## config.mk

```make
export PLATFORM = sky130hd
export DESIGN_NAME = mac_tx_arbiter
export DESIGN_NICKNAME = d
export VERILOG_FILES = /design/src/rtl/mac_tx_arbiter.sv
export SDC_FILE = /design/constraint.sdc
export NUM_CORES = 1
export LEC_CHECK = 0
export CAP_MARGIN = 20
export CELL_PAD_IN_SITES_DETAIL_PLACEMENT = 0
export CELL_PAD_IN_SITES_GLOBAL_PLACEMENT = 1
export CORE_UTILIZATION = 32
export DETAILED_ROUTE_END_ITERATION = 12
export GPL_TIMING_DRIVEN = 0
export PLACE_DENSITY_LB_ADDON = 0.2
export SYNTH_ARGS = -nofsm -noshare
export SYNTH_HDL_FRONTEND = slang
export SYNTH_SLANG_ARGS = --single-unit
```

## constraint.sdc

```tcl
create_clock -name ACLK -period 2.2 [get_ports ACLK]
set_input_delay 0.44 -clock ACLK [delete_from_list [all_inputs] [get_ports ACLK]]
set_output_delay 0.44 -clock ACLK [all_outputs]
set_load 0.005 [all_outputs]
```

## src/rtl/mac_tx_arbiter.sv

```systemverilog
// Packet-level round-robin arbiter feeding the 8-bit MAC transmit stream.
// A stall watchdog replaces a dead packet with a bad-frame beat and drains it.
module mac_tx_arbiter #(
  parameter int NUM_SRC          = 2,
  parameter int AXI_S_DATA_WIDTH = 8,
  parameter int TIMEOUT_CYCLES   = 16,
  parameter int COUNTER_WIDTH    = 16
) (
  input  logic                                ACLK,
  input  logic                                ARESET,
  input  logic [NUM_SRC*AXI_S_DATA_WIDTH-1:0] SRC_DATA,
  input  logic [NUM_SRC-1:0]                  SRC_VALID,
  input  logic [NUM_SRC-1:0]                  SRC_LAST,
  input  logic [NUM_SRC-1:0]                  SRC_TUSER,
  output logic [NUM_SRC-1:0]                  SRC_READY,
  output logic [AXI_S_DATA_WIDTH-1:0]         MAC_TX_DATA,
  output logic                                MAC_TX_VALID,
  output logic                                MAC_TX_LAST,
  output logic                                MAC_TX_TUSER,
  input  logic                                MAC_TX_READY,
  output logic [NUM_SRC-1:0]                  GRANT,
  output logic                                BUSY,
  output logic [COUNTER_WIDTH-1:0]            PKT_COUNT,
  output logic [COUNTER_WIDTH-1:0]            ABORT_COUNT
);

  localparam int W  = AXI_S_DATA_WIDTH;
  localparam int IW = (NUM_SRC > 1) ? $clog2(NUM_SRC) : 1;
  localparam int WW = $clog2(TIMEOUT_CYCLES + 1);

  localparam logic [1:0] IDLE  = 2'd0;
  localparam logic [1:0] PASS  = 2'd1;
  localparam logic [1:0] ABORT = 2'd2;
  localparam logic [1:0] DRAIN = 2'd3;

  logic [1:0]    state;
  logic [IW-1:0] g;
  logic [IW-1:0] last_srv;
  logic [IW-1:0] pick;
  logic [IW-1:0] idx;
  logic          found;
  logic [WW-1:0] wd;

  logic          g_valid;
  logic          g_last;
  logic          g_user;
  logic [W-1:0]  g_data;

  assign g_valid = SRC_VALID[g];
  assign g_last  = SRC_LAST[g];
  assign g_user  = SRC_TUSER[g];
  assign g_data  = SRC_DATA[g*W +: W];

  assign BUSY = (state != IDLE);

  // First requester after the last-served source, wrapping around.
  always_comb begin
    pick  = last_srv;
    found = 1'b0;
    idx   = '0;
    for (int k = 1; k <= NUM_SRC; k++) begin
      idx = IW'((int'(last_srv) + k) % NUM_SRC);
      if (!found && SRC_VALID[idx]) begin
        found = 1'b1;
        pick  = idx;
      end
    end
  end

  always_comb begin
    SRC_READY    = '0;
    GRANT        = '0;
    MAC_TX_VALID = 1'b0;
    MAC_TX_DATA  = '0;
    MAC_TX_LAST  = 1'b0;
    MAC_TX_TUSER = 1'b0;
    unique case (state)
      IDLE: begin
      end
      PASS: begin
        GRANT[g]     = 1'b1;
        SRC_READY[g] = MAC_TX_READY;
        MAC_TX_VALID = g_valid;
        MAC_TX_DATA  = g_data;
        MAC_TX_LAST  = g_last;
        MAC_TX_TUSER = g_user;
      end
      ABORT: begin
        GRANT[g]     = 1'b1;
        MAC_TX_VALID = 1'b1;
        MAC_TX_LAST  = 1'b1;
        MAC_TX_TUSER = 1'b1;
      end
      DRAIN: begin
        GRANT[g]     = 1'b1;
        SRC_READY[g] = 1'b1;
      end
      default: begin
      end
    endcase
  end

  always_ff @(posedge ACLK) begin
    if (ARESET) begin
      state       <= IDLE;
      g           <= '0;
      last_srv    <= IW'(NUM_SRC - 1);
      wd          <= '0;
      PKT_COUNT   <= '0;
      ABORT_COUNT <= '0;
    end else begin
      unique case (state)
        IDLE: begin
          if (found) begin
            g     <= pick;
            wd    <= '0;
            state <= PASS;
          end
        end
        PASS: begin
          // Only a silent source ages the watchdog, never backpressure.
          if (g_valid) begin
            wd <= '0;
            if (MAC_TX_READY && g_last) begin
              PKT_COUNT <= PKT_COUNT + COUNTER_WIDTH'(1);
              last_srv  <= g;
              state     <= IDLE;
            end
          end else if (wd == WW'(TIMEOUT_CYCLES - 1)) begin
            wd    <= '0;
            state <= ABORT;
          end else begin
            wd <= wd + WW'(1);
          end
        end
        ABORT: begin
          if (MAC_TX_READY) begin
            ABORT_COUNT <= ABORT_COUNT + COUNTER_WIDTH'(1);
            state       <= DRAIN;
          end
        end
        DRAIN: begin
          if (g_valid && g_last) begin
            last_srv <= g;
            state    <= IDLE;
          end
        end
        default: state <= IDLE;
      endcase
    end
  end

endmodule

```

# [Word level (Yosys, flattened, before mapping)]
# Index checks and enable logic that the tools add are counted.
[op_classes] add_sub_neg=5 n_mul=0 n_div=0 n_lt_le_gt_ge=4 eq_ne=11 n_shift=1 muxes=37 bitwise=1 reduce_logical=16
[op_table] operator="$add A16 B1 Y16 const B" n=2
[op_table] operator="$mux W1" n=18
[op_table] operator="$shiftx A16 B5 Y8" n=1
[op_table] operator="$mux W5" n=3
[op_table] operator="$mux W2" n=7
[op_table] operator="$ne A2 B2 Y1 const B" n=5
[op_table] operator="$pmux W5 S2" n=1
[op_table] operator="$mux W8" n=1
[op_table] operator="$pmux W1 S2" n=4
[op_table] operator="$pmux W2 S4" n=1
[op_table] operator="$lt A1 B2 Y1 const B" n=3
[op_table] operator="$ne A3 B3 Y1 const B" n=2
[op_table] operator="$reduce_and A2 Y1" n=3
[op_table] operator="$reduce_bool A2 Y1" n=3
[op_table] operator="$add A5 B1 Y5 const B" n=1
[op_table] operator="$eq A5 B4 Y1 const B" n=1
[op_table] operator="$reduce_and A5 Y1" n=1
[op_table] operator="$eq A2 B2 Y1 const B" n=2
[op_table] operator="$logic_and A1 B1 Y1" n=4
[op_table] operator="$pmux W2 S2" n=1
[op_table] operator="$reduce_and A4 Y1" n=1
[op_table] operator="$reduce_and A3 Y1" n=1
[op_table] operator="$reduce_or A3 Y1" n=1
[op_table] operator="$add A1 B1 Y1 const B" n=2
[op_table] operator="6 further kinds" n=6
[totals] reg_bits=41 latchBits=0 ramBits=0 romBits=0 out_inout_bits=48 word_cells=81 memories=0

# [Depth between registers and ports, before layout]
[logic_depth] depth_word=9 depth_mapped=8

# [Worst setup path after synthesis]
# Ideal clock, no wire load.
[synth_path] path_type="register to output" from="reg (tool-made name)" to="out MAC_TX_LAST" arrival_time_ns=1.324 required_time_ns=1.760 slack_ns=0.436 stages_incl_launch_ff=7 n_path_buf=1 cell_sequence="dfxtp_1 -> inv_1 -> ha_1 -> inv_1 -> clkbuf_1 -> nor2_1 -> o21a_1"
[synth_rtl] element="end, declared" line="18" source="output logic MAC_TX_LAST,"

# [Worst setup path after layout]
[layout_path] from="in SRC_VALID[0]" to="out MAC_TX_VALID"
[layout_via] elab_chain_len=3
[layout_lines] element="start, declared" line="12" source="input logic [NUM_SRC-1:0] SRC_VALID,"
[layout_lines] element="$mux W1 (not written as such) (2 in series)" line="49" source="assign g_valid = SRC_VALID[g];"
[layout_lines] element="$pmux W1 S2" line="77" source="unique case (state)"
[layout_lines] element="end, declared" line="17" source="output logic MAC_TX_VALID,"
# Every way passes these cells. The select of a mux whose other input is x is not followed.

==> results.txt <==
The area added between synthesis and finish came out at 46.3%. The combined global-route utilization of all metal layers is 16.7%. The worst setup path is of the in -> out kind.

The worst reg2reg path endpoint is ABORT_COUNT[15]. The count of input and output buffers is 70. After Yosys synthesis, XOR and XNOR cells account for 5.79% of the synthesized area. The critical path launch point type is an input pin.

The startpoint identified for the worst hold timing path is wd[0]. Summed over all cells, the static leakage comes to 1.25 nW. By area the synthesized netlist is led by dfxtp_1 (36%), nor2_1 (5.6%), a21oi_1 (5.3%). Buffers inserted during clock tree synthesis total 5.

The count of TritonRoute iterations in the first routing pass is 4. The number of global-route vias before repair came to 1992. Synthesis produced 270 cells. In this run the tightest slew margin relative to its limit is 56.3%. The count of flip-flops with a built-in enable after synthesis is 0. The number of setup violations in the final report came out at 0. The biggest fanout along the worst timing path came out at 7. IR analysis of the VDD net gives a maximum drop of 0.000284 V. When the netlist entered floorplanning its net count stood at 302. The placer's final routability congestion estimate came out at 0.776. The critical path data arrival time is 1.69 ns. After layout, the design draws a total of 1.89 mW. The sequential share of the synthesized area is 36.2%. The delay of the slowest critical-path stage is 0.45 ns. The die is 86.2 um wide. The initial antenna violation count is 0.

The number of top-level design ports is 73. In this run the critical register-to-register path is launched from state[0]. The signal on the critical path passes through clkdlybuf4s15_2 -> mux2_4 -> a21oi_1 -> nor2b_1 -> clkdlybuf4s50_1.

In this run the worst hold path is classified as reg -> reg. The wire length per cell came out at 13.2 um. After legalization and detailed placement, the total HPWL measured 4.41 mm. The number of antenna cells inserted came out at 0. The share of synthesized area in the top cell type comes to 36.2%.

The fraction of registers with async set/reset is 0%. The row count came out at 30. The path depth of the worst reg2reg path is 8. Summing every instance area after synthesis gives 0.00227 mm^2. The maximum clock frequency came out at 468 MHz. The compound-gate portion of the synthesized area is 15.1%. The period utilization is 97.0%. Clock latency on the worst-skew pair, taken at its later pin, is 0.30 ns. For this design, the CTS-stage hold fixing added 0 buffers. The time the worst path needs with I/O delays and setup is 2.13 ns.

Yosys printed 0 warnings. The tree is rooted in a clkbuf_8. The net count of the finished layout is 384. dfxtp_1 is the most common cell in the netlist. The remaining design rule violation count is 0.

The proportion of synthesized area in mux cells came out at 6.34%. The hold slack is 0.482 ns. STA puts the critical path data required time at 1.76 ns. For the pin with the worst max-slew slack, the measured transition is 0.653 ns. The layout filler cell count came out at 707. The largest net degree at the start of global routing is 15. The count of max-cap constraint violations came out at 0. Across all register-to-register paths, the minimum setup slack is 0.22 ns. The count of routing violations after the opening detailed-route iteration came out at 70.

The residual antenna-violating net count after detailed routing is 0. The adder-cell share of the synthesized area is 3.86%. The total number of H-tree levels is 2. For this configuration, the core starts out at a cell density of 33.2%. The synthesis-stage register bit count is 41. From bottom edge to top edge, the die measures 86.2 um. The most used flip-flop cell after synthesis is dfxtp_1. The flow ran to the end, and the final reports show no timing, DRC or antenna violations. The fraction of layout instances using a drive strength above 1 is 11.6%. The per-cell via count in the routed design is 4.98. The number of max-slew violations in the final report came to 0.

The final wirelength is 5.92 mm. The TritonCTS clock tree is yes. The total power divided by cell area is 570 mW/mm^2.

In this run the mean area of a mapped cell was 8.40 um^2. The clock-pin slew reported for the worst setup and hold paths after clock tree synthesis is 0.08 ns. By count the netlist is led by dfxtp_1 (41), nor2_1 (34), a21oi_1 (24), nand2_1 (14), o21ai_0 (12). The number of clock sinks is 41. By area, the combinational part of the netlist is dominated by simple AND/OR/NAND/NOR gates. The floorplan step defined a die boundary enclosing 0.00743 mm^2. The largest total area in the synthesized netlist belongs to dfxtp_1. The worst setup path is captured at an output pin.

The worst hold path was traced through 2 stages. The number of hold violations in the final report is 0. The number of library cell types mapped by synthesis came out at 49. Summed over all layers, the global routing overflow is 0. The global-route wire length before repair is 9.75 mm. The total via count in the routed design came out at 2238. The area of the placeable core came out at 0.00683 mm^2.

The endpoint with the worst hold slack is wd[0]. The maximum clock insertion buffer count is 2. After Yosys synthesis, and, or, nand and nor cells account for 28.7% of the synthesized area. The largest clock skew in the final design is 0.00840 ns.

The slowest stage of the critical path belongs to the cell clkdlybuf4s50_1.
through the flow:
stage / area (um^2) / setup TNS (ns) / setup slack, ns / util, % / std cells
6_report: 3320 / 0 / 0.0652 / 48.6 / 449
5_1_grt: 3320 / -0.000606 / -0.000458 / 48.6 / 449
4_1_cts: 3270 / 0 / 0.0101 / 47.9 / 446
3_5_place_dp: 3090 / -2.37 / -0.350 / 45.2 / 436
3_3_place_gp: 3090 / -2.27 / -0.322 / 45.2 / 436
2_1_floorplan: 2270 / 0 / 0.436 / - / 270
worst max-delay path, delay by kind of cell:
family	cells	cell delay [ns]
buffers and inverters	2	0.70
muxes	1	0.34
and+or+nand+nor	1	0.06
AOI/OAI and AO/OA	1	0.16
area by class of cell:
cell class | instances | area [um^2] | area share, %
Sequential cell | 41 | 830 | 25.0
Timing Repair Buffer | 75 | 747 | 22.5
Clock buffer | 5 | 68.8 | 2.07
Inverter | 10 | 41.3 | 1.24
Multi-Input combinational cell | 207 | 1380 | 41.6
Buffer | 12 | 85.1 | 2.56
Clock inverter | 3 | 46.3 | 1.39
Tap cell | 96 | 120 | 3.62
layer usage:
| layer | vias up | global-route usage, % | wire (um) |
|---|---|---|---|
| met1 | 1055 | 22.0 | 2800 |
| met2 | 33 | 27.8 | 2880 |
| met3 | 9 | 2.86 | 153 |
| met5 | - | 0 | 0 |
| li1 | 1141 | - | - |
| met4 | 0 | 5.45 | 81 |
power by group:
part	internal [mW]	switching, mW
combinational	0.260	0.232
clock	0.340	0.281
sequential	0.760	0.0190
placed cells by master (no fill, tap or decap), types with 7 or more instances in the layout:
| cell type | count |
|---|---|
| o21ai_0 | 12 |
| mux2i_1 | 10 |
| nor2_1 | 33 |
| xor2_1 | 9 |
| clkdlybuf4s50_1 | 57 |
| nand2_1 | 14 |
| a21oi_1 | 23 |
| dfxtp_1 | 38 |
| inv_1 | 7 |
| nand4_1 | 9 |
| or3_1 | 11 |
| dlymetal6s2s_1 | 7 |
| clkbuf_8 | 7 |
| nand3_1 | 11 |
how the worst max path moves through the flow:
stage	start	to	slack [ns]	cells past startpoint
finish	SRC_VALID[0]	MAC_TX_VALID	0.07	5
global route	state[0]	GRANT[1]	-0.0005	4
CTS	SRC_VALID[1]	MAC_TX_VALID	0.01	5
detailed placement	SRC_VALID[0]	MAC_TX_VALID	-0.35	5
global placement	flip-flop	MAC_TX_LAST	-0.32	7
floorplan	flip-flop	MAC_TX_LAST	0.44	6
registers in the layout, summed over array words and instances (netlist names), named ones only:
signal	flops
ABORT_COUNT	16
PKT_COUNT	16
wd	5
g	1
last_srv	1
state	1
cell families after synthesis:
| kind of cell | after synthesis |
|---|---|
| simple gates | 115 |
| buf+inv | 22 |
| xor+xnor | 15 |
| fa+ha+maj | 7 |
| flops | 41 |
| compound gates | 56 |
| mux | 14 |
timing repair:
item,4_1_cts,5_1_grt
gates resized for setup,28,12
setup buffers,2,3
setup endpoints to repair,15,9
Note: power is estimated with default switching activity, not from simulation.
==> RTL edit (same flow settings) <==
Change the parameter `TIMEOUT_CYCLES` from 16 to 32.
--- a/src/rtl/mac_tx_arbiter.sv
+++ b/src/rtl/mac_tx_arbiter.sv
@@ -5,3 +5,3 @@
   parameter int AXI_S_DATA_WIDTH = 8,
-  parameter int TIMEOUT_CYCLES   = 16,
+  parameter int TIMEOUT_CYCLES   = 32,
   parameter int COUNTER_WIDTH    = 16
Formal check against the unedited RTL: no difference found for any inputs over 10 cycles, from zero or initial values and one cycle with ARESET high; that may be too few to reach the edited logic, so the function may still have changed.
==> RTL edit against the original RTL <==
Sequential cell count increased by 1; power increased by 5.8%; synthesized cell count decreased by 2.2%; combinational power increased by 36%; clock power decreased by 16%; count of clock-buffer cells in the layout increased by 1; setup slack improved by 0.014 ns; clock skew decreased by 0.0032 ns; design area decreased by 4.5%; routed wire length decreased by 12%; hold slack improved by 0.024 ns; area after synthesis decreased by 2.2%; largest power group unchanged.
==> RTL edit: results (changes against the original RTL) <==
stage,metric,value,unit,change
final_layout,fillers,651,,was 707
detailed_routing,vias,2063,,was 2238
detailed_routing,wire_per_inst,12.4,um,was 13.2 um
synthesis,synthCells,264,,was 270
final_layout,top_regs,"ABORT_COUNT: 16 flops, PKT_COUNT: 16 flops, wd: 6 flops",,"was ABORT_COUNT: 16 flops, PKT_COUNT: 16 flops, wd: 5 flops"
synthesis,synthTopCellsByArea,"dfxtp_1, nor2_1, xor2_1",,"was dfxtp_1, nor2_1, a21oi_1"
power_and_ir_drop,p_leak,1.22,nW,was 1.25 nW
placed_design,dp.cells,413,,was 436
detailed_routing,vias_per_cell,4.89,,was 4.98
grt,grt_pass1_wl,8.80,mm,was 9.75 mm
placed_design,dpl-instance-area,3040,um^2,was 3090 um^2
final_layout,drive_gt1_frac,0.0783,,was 0.116
synthesis,syn_nets,296,,was 302
sta,clock_skew,0.00519,ns,was 0.00840 ns
grt,grt_pass1_vias,1916,,was 1992
sta,tightest_slew,0.548,ns,was 0.653 ns
worst_setup_path,endpoint,GRANT[1],,was MAC_TX_VALID
run_status,status,completed,,unchanged
worst_setup_path,r2r_cells,7,,was 8
worst_setup_path,cpPeakStageDelay,0.51,ns,was 0.45 ns
clocking,clk_pin_slew_worst_paths,0.08,ns,about the same
power_and_ir_drop,irDropWorstVdd,0.365,mV,was 0.284 mV
placed_design,gp_congestion,0.724,,was 0.776
placed_design,pre_cts_slack,-0.275,ns,was -0.350 ns
grt,use_met1,0.193,,was 0.220
worst_setup_path,path_max_fanout,10,,was 7
grt,met2_usage,0.260,,was 0.278
sta,timing.hold.ws,0.506,ns,was 0.482 ns
worst_setup_path,cp-startpoint,g$_SDFFE_PP0P_,,was SRC_VALID[0]
grt,grt_use_met3,0.0340,,was 0.0286
synthesis,ys_seq_area_frac,0.379,,was 0.362
clocking,h-tree-depth,2,,unchanged
hold_path,holdPathEnd,ABORT_COUNT[9]$_SDFFE_PP0P_,,was wd[0]$_SDFFE_PP0P_
power_and_ir_drop,p_switching,0.622,mW,was 0.532 mW
synthesis,yosys-top-cells-count,"nor2_1, dfxtp_1, nand2_1",,"was dfxtp_1, nor2_1, a21oi_1"
synthesis,ys_types,41,,was 49
worst_setup_path,cp_data_arrival_time,1.68,ns,
worst_setup_path,rrSetupSlack,0.31,ns,was 0.22 ns
grt,grt_start_max_net_pins,14,,was 15
placed_design,io_buffers,72,,was 70
grt,grtUsageTotal,0.152,,was 0.167
placed_design,dp_hpwl,4.02,mm,was 4.41 mm
hold_path,min-delay-start,ABORT_COUNT[9]$_SDFFE_PP0P_,,was wd[0]$_SDFFE_PP0P_
worst_setup_path,r2r-end,ABORT_COUNT[14]$_SDFFE_PP0P_,,was ABORT_COUNT[15]$_SDFFE_PP0P_
clocking,cts_setup_buffers,1,,was 2
final_layout,nNetsFinal,376,,was 384
clocking,cts_buffer_depth,2,,unchanged
detailed_routing,drtIter0Drc,73,,was 70
synthesis,yosys_warnings,0,,unchanged
[RTL edit: changes by cell type after synthesis, moves of 4 or more]
cell,unedited run,this run
nor2_1,34,54
a21oi_1,24,8
xor2_1,9,18
o21ai_0,12,4
xnor2_1,6,13
nand2_1,14,20
or3_1,11,5
and4_1,5,1
clkbuf_1,8,4
[RTL edit: cell families after synthesis]
logic type	synth area share
AO/OA/AOI/OAI	0.0835
XOR/XNOR	0.122
adder cells (fa/ha/maj)	0.0395
buffers and inverters	0.0367
flip-flops	0.379
multiplexers	0.0637
AND/OR/NAND/NOR	0.275
[RTL edit: routing by layer]
metal | share of wire | vias up
met5 | 0 | -
met4 | 0.0083 | 0
met3 | 0.043 | 5
met2 | 0.48 | 35
met1 | 0.47 | 966
li1 | - | 1057
[RTL edit: layout make-up]
cell class / instances / area, um^2 / share of cell area
Buffer: 9 / 71.3 / 0.0225
Clock buffer: 6 / 82.6 / 0.0261
Clock inverter: 2 / 12.5 / 0.00395
Inverter: 10 / 40.0 / 0.0126
Multi-Input combinational cell: 203 / 1310 / 0.413
Sequential cell: 42 / 843 / 0.266
Tap cell: 77 / 96.3 / 0.0304
Timing Repair Buffer: 73 / 716 / 0.226
[RTL edit: worst max-delay path: cells and delay by family, from the launching register on]
| family | cells | cell delay (ns) |
|---|---|---|
| buffers and inverters | 3 | 0.88 |
| flip-flops | 1 | 0.37 |
| AND/OR/NAND/NOR | 1 | 0.13 |
[RTL edit: power by group through the flow]
stage                     Clock [mW]  Sequential, mW  Combinational (mW)
after floorplan                    0           0.825               0.365
after CTS                      0.546           0.814               0.658
after global routing           0.576           0.818               0.743
after detailed placement           0           0.829               0.645
after global placement             0           0.829               0.645
final                          0.520           0.814               0.667
